[src/rtl/bcd_display_ctrl.sv]
// Load sequencer for the binary-to-BCD converter plus a 4-digit multiplexed
// common-anode 7-segment scanner with leading-zero blanking.
module bcd_display_ctrl #(
  parameter int REFRESH_DIV = 50000
) (
  input  logic        clk,
  input  logic        rst,
  input  logic        load,
  input  logic [13:0] number_in,
  input  logic [2:0]  func_in,
  output logic        busy,
  output logic        overflow,
  output logic [13:0] bcd_number,
  output logic [2:0]  bcd_func,
  input  logic [3:0]  bcd_thuns,
  input  logic [3:0]  bcd_huns,
  input  logic [3:0]  bcd_tens,
  input  logic [3:0]  bcd_ones,
  output logic [3:0]  an,
  output logic [6:0]  seg
);

  // state   | meaning
  // IDLE    | waiting for load
  // SETTLE  | converter inputs registered, combinational path settling
  // CAPTURE | converter digits latched into the display register
  localparam logic [1:0] S_IDLE    = 2'd0;
  localparam logic [1:0] S_SETTLE  = 2'd1;
  localparam logic [1:0] S_CAPTURE = 2'd2;

  localparam int PW = (REFRESH_DIV > 2) ? $clog2(REFRESH_DIV) : 1;
  localparam logic [PW-1:0] PRESC_LAST = PW'(REFRESH_DIV - 1);

  logic [1:0]       state;
  logic [3:0][3:0]  dig;
  logic             disp_blank;
  logic [PW-1:0]    presc;
  logic [1:0]       idx;
  logic [3:0]       cur;
  logic             lz;

  assign busy = (state != S_IDLE);

  always_ff @(posedge clk) begin
    if (rst) begin
      state      <= S_IDLE;
      overflow   <= 1'b0;
      bcd_number <= '0;
      bcd_func   <= '0;
      dig        <= '0;
      disp_blank <= 1'b0;
    end else begin
      case (state)
        S_IDLE: begin
          if (load) begin
            bcd_number <= number_in;
            if (func_in == 3'b000 && number_in > 14'd9999) begin
              bcd_func <= 3'b101;
              overflow <= 1'b1;
            end else begin
              bcd_func <= func_in;
              overflow <= 1'b0;
            end
            state <= S_SETTLE;
          end
        end
        S_SETTLE: state <= S_CAPTURE;
        S_CAPTURE: begin
          // Funcs 110/111 blank the whole display without using the converter
          if (bcd_func[2:1] == 2'b11) begin
            dig        <= '0;
            disp_blank <= 1'b1;
          end else begin
            dig        <= {bcd_thuns, bcd_huns, bcd_tens, bcd_ones};
            disp_blank <= 1'b0;
          end
          state <= S_IDLE;
        end
        default: state <= S_IDLE;
      endcase
    end
  end

  always_ff @(posedge clk) begin
    if (rst) begin
      presc <= '0;
      idx   <= 2'd0;
      an    <= 4'b1110;
    end else if (presc == PRESC_LAST) begin
      presc <= '0;
      idx   <= idx + 2'd1;
      an    <= ~(4'b0001 << (idx + 2'd1));
    end else begin
      presc <= presc + 1'b1;
    end
  end

  assign cur = dig[idx];

  always_comb begin
    lz = 1'b0;
    case (idx)
      2'd3: lz = (dig[3] == 4'd0);
      2'd2: lz = (dig[3] == 4'd0) && (dig[2] == 4'd0);
      2'd1: lz = (dig[3] == 4'd0) && (dig[2] == 4'd0) && (dig[1] == 4'd0);
      default: lz = 1'b0;
    endcase
  end

  always_comb begin
    seg = 7'b1111111;
    if (!(disp_blank || lz)) begin
      case (cur)
        4'h0: seg = 7'b1000000;
        4'h1: seg = 7'b1111001;
        4'h2: seg = 7'b0100100;
        4'h3: seg = 7'b0110000;
        4'h4: seg = 7'b0011001;
        4'h5: seg = 7'b0010010;
        4'h6: seg = 7'b0000010;
        4'h7: seg = 7'b1111000;
        4'h8: seg = 7'b0000000;
        4'h9: seg = 7'b0010000;
        4'hA: seg = 7'b0001000;
        4'hB: seg = 7'b0000011;
        4'hC: seg = 7'b1000110;
        4'hD: seg = 7'b0100001;
        4'hE: seg = 7'b0000110;
        default: seg = 7'b0001110;
      endcase
    end
  end

endmodule

[config.mk]
export PLATFORM = sky130hd
export DESIGN_NAME = bcd_display_ctrl
export DESIGN_NICKNAME = d
export VERILOG_FILES = /design/src/rtl/bcd_display_ctrl.sv
export SDC_FILE = /design/constraint.sdc
export NUM_CORES = 1
export LEC_CHECK = 0
export BUFFER_PORTS_ARGS = -buffer_cell sky130_fd_sc_hd__buf_4
export CORE_ASPECT_RATIO = 1.5
export CORE_MARGIN = 4
export CORE_UTILIZATION = 30
export DETAILED_ROUTE_END_ITERATION = 7
export SYNTH_ARGS = -nofsm -noshare
export SYNTH_HDL_FRONTEND = slang
export SYNTH_SLANG_ARGS = --single-unit
[constraint.sdc]
create_clock -name clk -period 5.9 [get_ports clk]
set_input_delay 1.18 -clock clk [delete_from_list [all_inputs] [get_ports clk]]
set_output_delay 1.18 -clock clk [all_outputs]
set_load 0.005 [all_outputs]
Yosys cells after proc, flatten, opt, wreduce, memory -nomap -nowiden
Memory sizes are Yosys's and may differ from the RTL's.
Cells that the tools add are included.

operators by class
  multiplexer cells = 10
  shift-type cells = 1
  reductions and logical operators = 12
  add/sub/neg operators = 2
  bitwise operators = 1
  eq/ne operators = 8
  order comparisons = 2

operator list
  kind                     number
  $add A16 B1 Y16 const B  1
  $eq A16 B16 Y1 const B   1
  $mux W16                 1
  $gt A14 B14 Y1 const B   1
  $logic_not A4 Y1         3
  $bmux W4 S2              1
  $eq A2 B2 Y1 const B     4
  $mux W7                  1
  $eq A2 B1 Y1 const B     2
  $mux W4                  1
  $not A4 Y4               1
  $pmux W2 S2              1
  $shl A1 B2 Y4 const A    1
  $logic_and A1 B1 Y1      3
  $logic_not A3 Y1         1
  $lt A2 B3 Y1 const B     1
  $mux W3                  1
  $pmux W1 S3              1
  $add A2 B1 Y2 const B    1
  $logic_not A2 Y1         1
  $mux W1                  2
  $mux W2                  1
  $ne A2 B2 Y1 const B     1
  $reduce_and A2 Y1        1
  other kinds (3)          3

storage, ports and cells
  input port bits = 36
  output and inout bits = 30
  memories = 1
  memory bits (read-only) = 112
  logic and storage cells = 49
  bits in registers = 59

memory list
  name             depth  width  rd ports  clocked after memory_dff  write ports  RTL line  text
  (no name shown)  16     7      1         0                         0            113       case (cur)

Depth between registers and ports, before layout
  depth in word-level cells = 6
  depth in mapped cells = 7
  depth with buffers taken out = 6

Worst setup path after synthesis
No wires, ideal clock.

  path kind = reg2out
  start point = reg idx[0]
  end point = out seg[0]
  cell stages (with the launch flop) = 8
  path slack = 2.910 ns
  data required time = 4.720 ns
  path buffers = 1
  arrival time = 1.810 ns
  path through = dfxtp_1 > buf_6 > mux4_2 > inv_1 > ha_1 > o22ai_1 > o21a_1 > o21ai_1

on the way
  cells in the longest elaborated chain, start to end = 4
  elaborated cells on any way between the ends = 9
  those cells by class = eq/ne: 3; mux: 4; reduce/logical: 1; memory: 1

RTL lines
  item                                                          RTL line  text
  start: declaration                                            38        logic [1:0] idx;
  start signal: assignment                                      91        idx <= idx + 2'd1;
  $bmux W4 S2, or another cell as far along                     98        assign cur = dig[idx];
  $mux W4 (not written as such) or $pmux W1 S3 (tied branches)  98, 102
  $mem_v2 Z16 W7 or $logic_or A1 B1 Y1 (tied branches)          n/a
  $mux W7 (*)                                                   112       if (!(disp_blank || lz)) begin
  end: declaration                                              20        output logic [6:0] seg

Mark *: on every way between the ends. The rest lies on a longest branch, timed or not. The select of a mux whose other input is x is not followed.

Worst setup path after layout
  start point = reg idx[0]
  end point = out seg[6]

Same word-level chain as after synthesis.

==> flow_summary.rst <==
.. list-table::
   :header-rows: 1

   * - Metric
     - Value
   * - Net Count, Synth
     - roughly 360
   * - Total congestion overflow after global routing
     - 0
   * - Cell type with the highest aggregate area in the netlist
     - dfxtp_1
   * - Highest net fanout along the worst path
     - 11
   * - Routability cong.
     - around 0.88
   * - Number of distinct library cell variants in the gate-level netlist after synthesis
     - 50
   * - Most numerous cell types in the synthesized netlist
     - 59 x dfxtp_1, 52 x nor2_1, 43 x nand2_1
   * - Number of nets in the layout
     - roughly 420
   * - CTS Buf Count
     - 9
   * - DP HPWL
     - 5.152 mm
   * - Multi-input combinational cell area
     - 0.001486 mm²
   * - Initial DRT Pass Iterations
     - 4
   * - Register area share after synthesis
     - 42.47%
   * - Die Footprint
     - 0.01091 mm²
   * - Number of buffers added to fix hold violations after cts
     - 0
   * - Clock latency on the worst-skew pair
     - between 0.3 and 0.4 ns
   * - Leakage component of the power
     - 1.500 nW
   * - Top cells by area, synth
     - dfxtp_1 42%, nor2_1 7.0%, ha_1 6.3%
   * - Clock root buffer
     - clkbuf_16
   * - Headroom to the max-slew limit
     - 44.68%
   * - Arrival time of data at the critical path endpoint
     - 2.62 ns
   * - Height of the die
     - 125.9 µm
   * - X dimension of the die
     - 86.62 µm
   * - Worst slew pin tran
     - 0.8298 ns
   * - Cell-internal power
     - ~0.81 mW
   * - Final Util
     - 40.55%
   * - Global-route wire length before repair
     - 11.79 mm
   * - Kind of critical path
     - reg -> out
   * - Share of power burned in combinational logic
     - 9.0%
   * - Worst slack at placement
     - about 2.5 ns
   * - Required time at the endpoint of the critical path
     - 4.72 ns
   * - Net switching share of the total power
     - 21.16%
   * - DRC Markers
     - 0
   * - Number of cells upsized or downsized after cts
     - 0
   * - Flops & latches, synth
     - 59
   * - Postcts setup bufs
     - 0
   * - Maximum clock rate
     - 0.2634 GHz
   * - Starting Density
     - a little under a third
   * - Pin count of the biggest net entering global routing
     - 46
   * - Setup Skew
     - 0.004121 ns
   * - Most used standard cell by instance count after synthesis
     - dfxtp_1
   * - Detailed-route wire length per cell
     - about 14 µm
   * - Fraction of the cycle the final worst path needs
     - ~64%
   * - Count of non-filler cells in the finished layout
     - 488
   * - Yosys top cell area share
     - 42.47%
   * - Detailed Route Iter0 Violations
     - 40
   * - Port-buffer cells
     - 65
   * - Portion of total power attributed to sequential cells
     - between 40% and 50%
   * - Clock transition at the registers of the reported paths
     - 0.05 ns
   * - I/O Pins
     - 66
   * - Top flip-flop cell by instance count after synthesis
     - dfxtp_1
   * - Routed via count divided by cell count
     - ~4.9
   * - Vias
     - 2404
   * - Post-synthesis async set-or-reset flop share
     - 0%
   * - Status
     - completed
   * - Sequential cell area in the final layout
     - 0.001181 mm²
   * - Hold Path Class
     - reg -> reg
   * - Largest voltage drop on the vdd net
     - ~0.00014 V
   * - Number of synthesized flops with an enable pin
     - 0
   * - Nature of the critical path endpoint
     - primary output
   * - Synthesized cell area
     - 0.002781 mm²
   * - Share of post-route cells with drive strength above 1
     - 24.60%
   * - RSZ-0062 raised after global routing
     - false
   * - Via count of the first global-routing pass
     - 2515
   * - Clock period minus final worst setup slack
     - between 3 and 4 ns
   * - Number of fill cells
     - around 910
   * - Deepest clock path buffer count
     - 2
   * - Site Rows
     - 42
   * - Clock sinks
     - 59
   * - Average size of a mapped cell
     - 8.858 µm²
   * - Total Routing Usage GR
     - 13.59%
   * - Final Max Tran Viols
     - 0
   * - Placed cell count
     - 473
   * - Number of failing hold endpoints at the final stage
     - 0
   * - Placed instance area
     - roughly 0.0033 mm²
   * - Synthesized instance count
     - roughly 310
   * - TritonCTS clock tree
     - built
   * - Synthesis warning total
     - 0
   * - Residual antenna-violating net count after detailed routing
     - 0
   * - Max_cap viols
     - 0
   * - Fin worst setup slack
     - around 2.1 ns
   * - Initial antenna violation count
     - 0
   * - Post-Route Setup TNS
     - 0 ns
   * - Worst-case hold slack
     - 0.4388 ns
   * - Overall Power
     - 1.023 mW
   * - Core box area
     - 0.008934 mm²
   * - Setup-violating endpoint count in the final report
     - 0
   * - Synthesis-to-layout area growth
     - 30.23%
   * - CTS H-tree lvls
     - 3
   * - Antenna Diode Count
     - 0
   * - Worst setup SP type
     - flip-flop
   * - Power per Cell Area
     - 282.6 mW/mm²
   * - Clock power share
     - just under 50%
   * - DRT Wirelength
     - 6.971 mm
   * - Reported net switching power
     - about 0.22 mW
   * - Final instance area
     - 0.003622 mm²
-- power by group through the flow --
stage,clock network (mW),logic [mW],registers [mW]
2_1_floorplan,0,0.0451,0.429
3_3_place_gp,0,0.0920,0.430
3_5_place_dp,0,0.0937,0.430
4_1_cts,0.527,0.0940,0.422
5_1_grt,0.547,0.103,0.423
6_report,0.509,0.0922,0.422
-- layout by cell type, fill, tap and decap left out, types with 3 or more instances in the layout --
cell,instances
nand2_1,43
a22oi_1,16
and3_1,4
nor2_1,52
xor2_1,5
ha_1,14
mux2_4,3
or3_1,3
nor3_1,4
nor4_1,3
o211ai_1,3
dfxtp_1,59
mux2i_1,4
o21ai_0,4
inv_1,8
a21oi_1,22
nand4_1,3
o221ai_1,4
a211o_1,3
clkbuf_16,9
buf_4,65
xnor2_1,9
-- area by class of cell --
cell class,count,share of cell area (%)
repair buffers,65,13.47
clock buffers,13,7.185
flip-flops and latches,59,32.61
multi-input cells,230,41.04
inverters,9,0.9326
clock inverters,2,0.9672
well taps,110,3.800
-- worst max-delay path, cell delays in order (launching register included) --
cell,delay [ns]
dfxtp_1,0.64
inv_1,0.24
ha_1,0.25
a21oi_1,0.12
o21bai_1,0.09
a31oi_1,0.50
o221ai_1,0.26
buf_4,0.19
-- flip-flops by register name, summed over array words and instances (netlist names) --
signal      cells
bcd_func        3
bcd_number     14
idx             2
disp_blank      1
an              4
state           2
overflow        1
dig            16
presc          16
-- logic make-up after synthesis --
logic type,count (synthesis),share of synthesized area [%]
buffers and inverters,25,4.093
AO/OA/AOI/OAI,63,14.89
XOR/XNOR,14,4.409
multiplexers,13,7.197
AND/OR/NAND/NOR,126,20.65
flip-flops,59,42.47
adder cells (fa/ha/maj),14,6.298
-- worst paths after layout --
check / slack (ns) / cells after the start / start / to
hold / removal: 0.44 / 1 / presc[0]$_SDFF_PP0_ / presc[0]$_SDFF_PP0_
hold reg to reg: 0.44 / 1 / presc[0]$_SDFF_PP0_ / presc[0]$_SDFF_PP0_
setup / recovery: 2.10 / 7 / idx[0]$_SDFFE_PP0P_ / seg[6]
setup reg to reg: 3.85 / 5 / presc[0]$_SDFF_PP0_ / presc[7]$_SDFF_PP0_
-- metal layers --
layer	up-vias	part of all wire, %	global-route usage, %
met5	-	0	0
met4	0	2.6	6.697
met3	14	5.3	4.118
met2	68	53	24.26
met1	1113	39	14.08
li1	1209	-	-
Note: power is estimated with default switching activity, not from simulation.
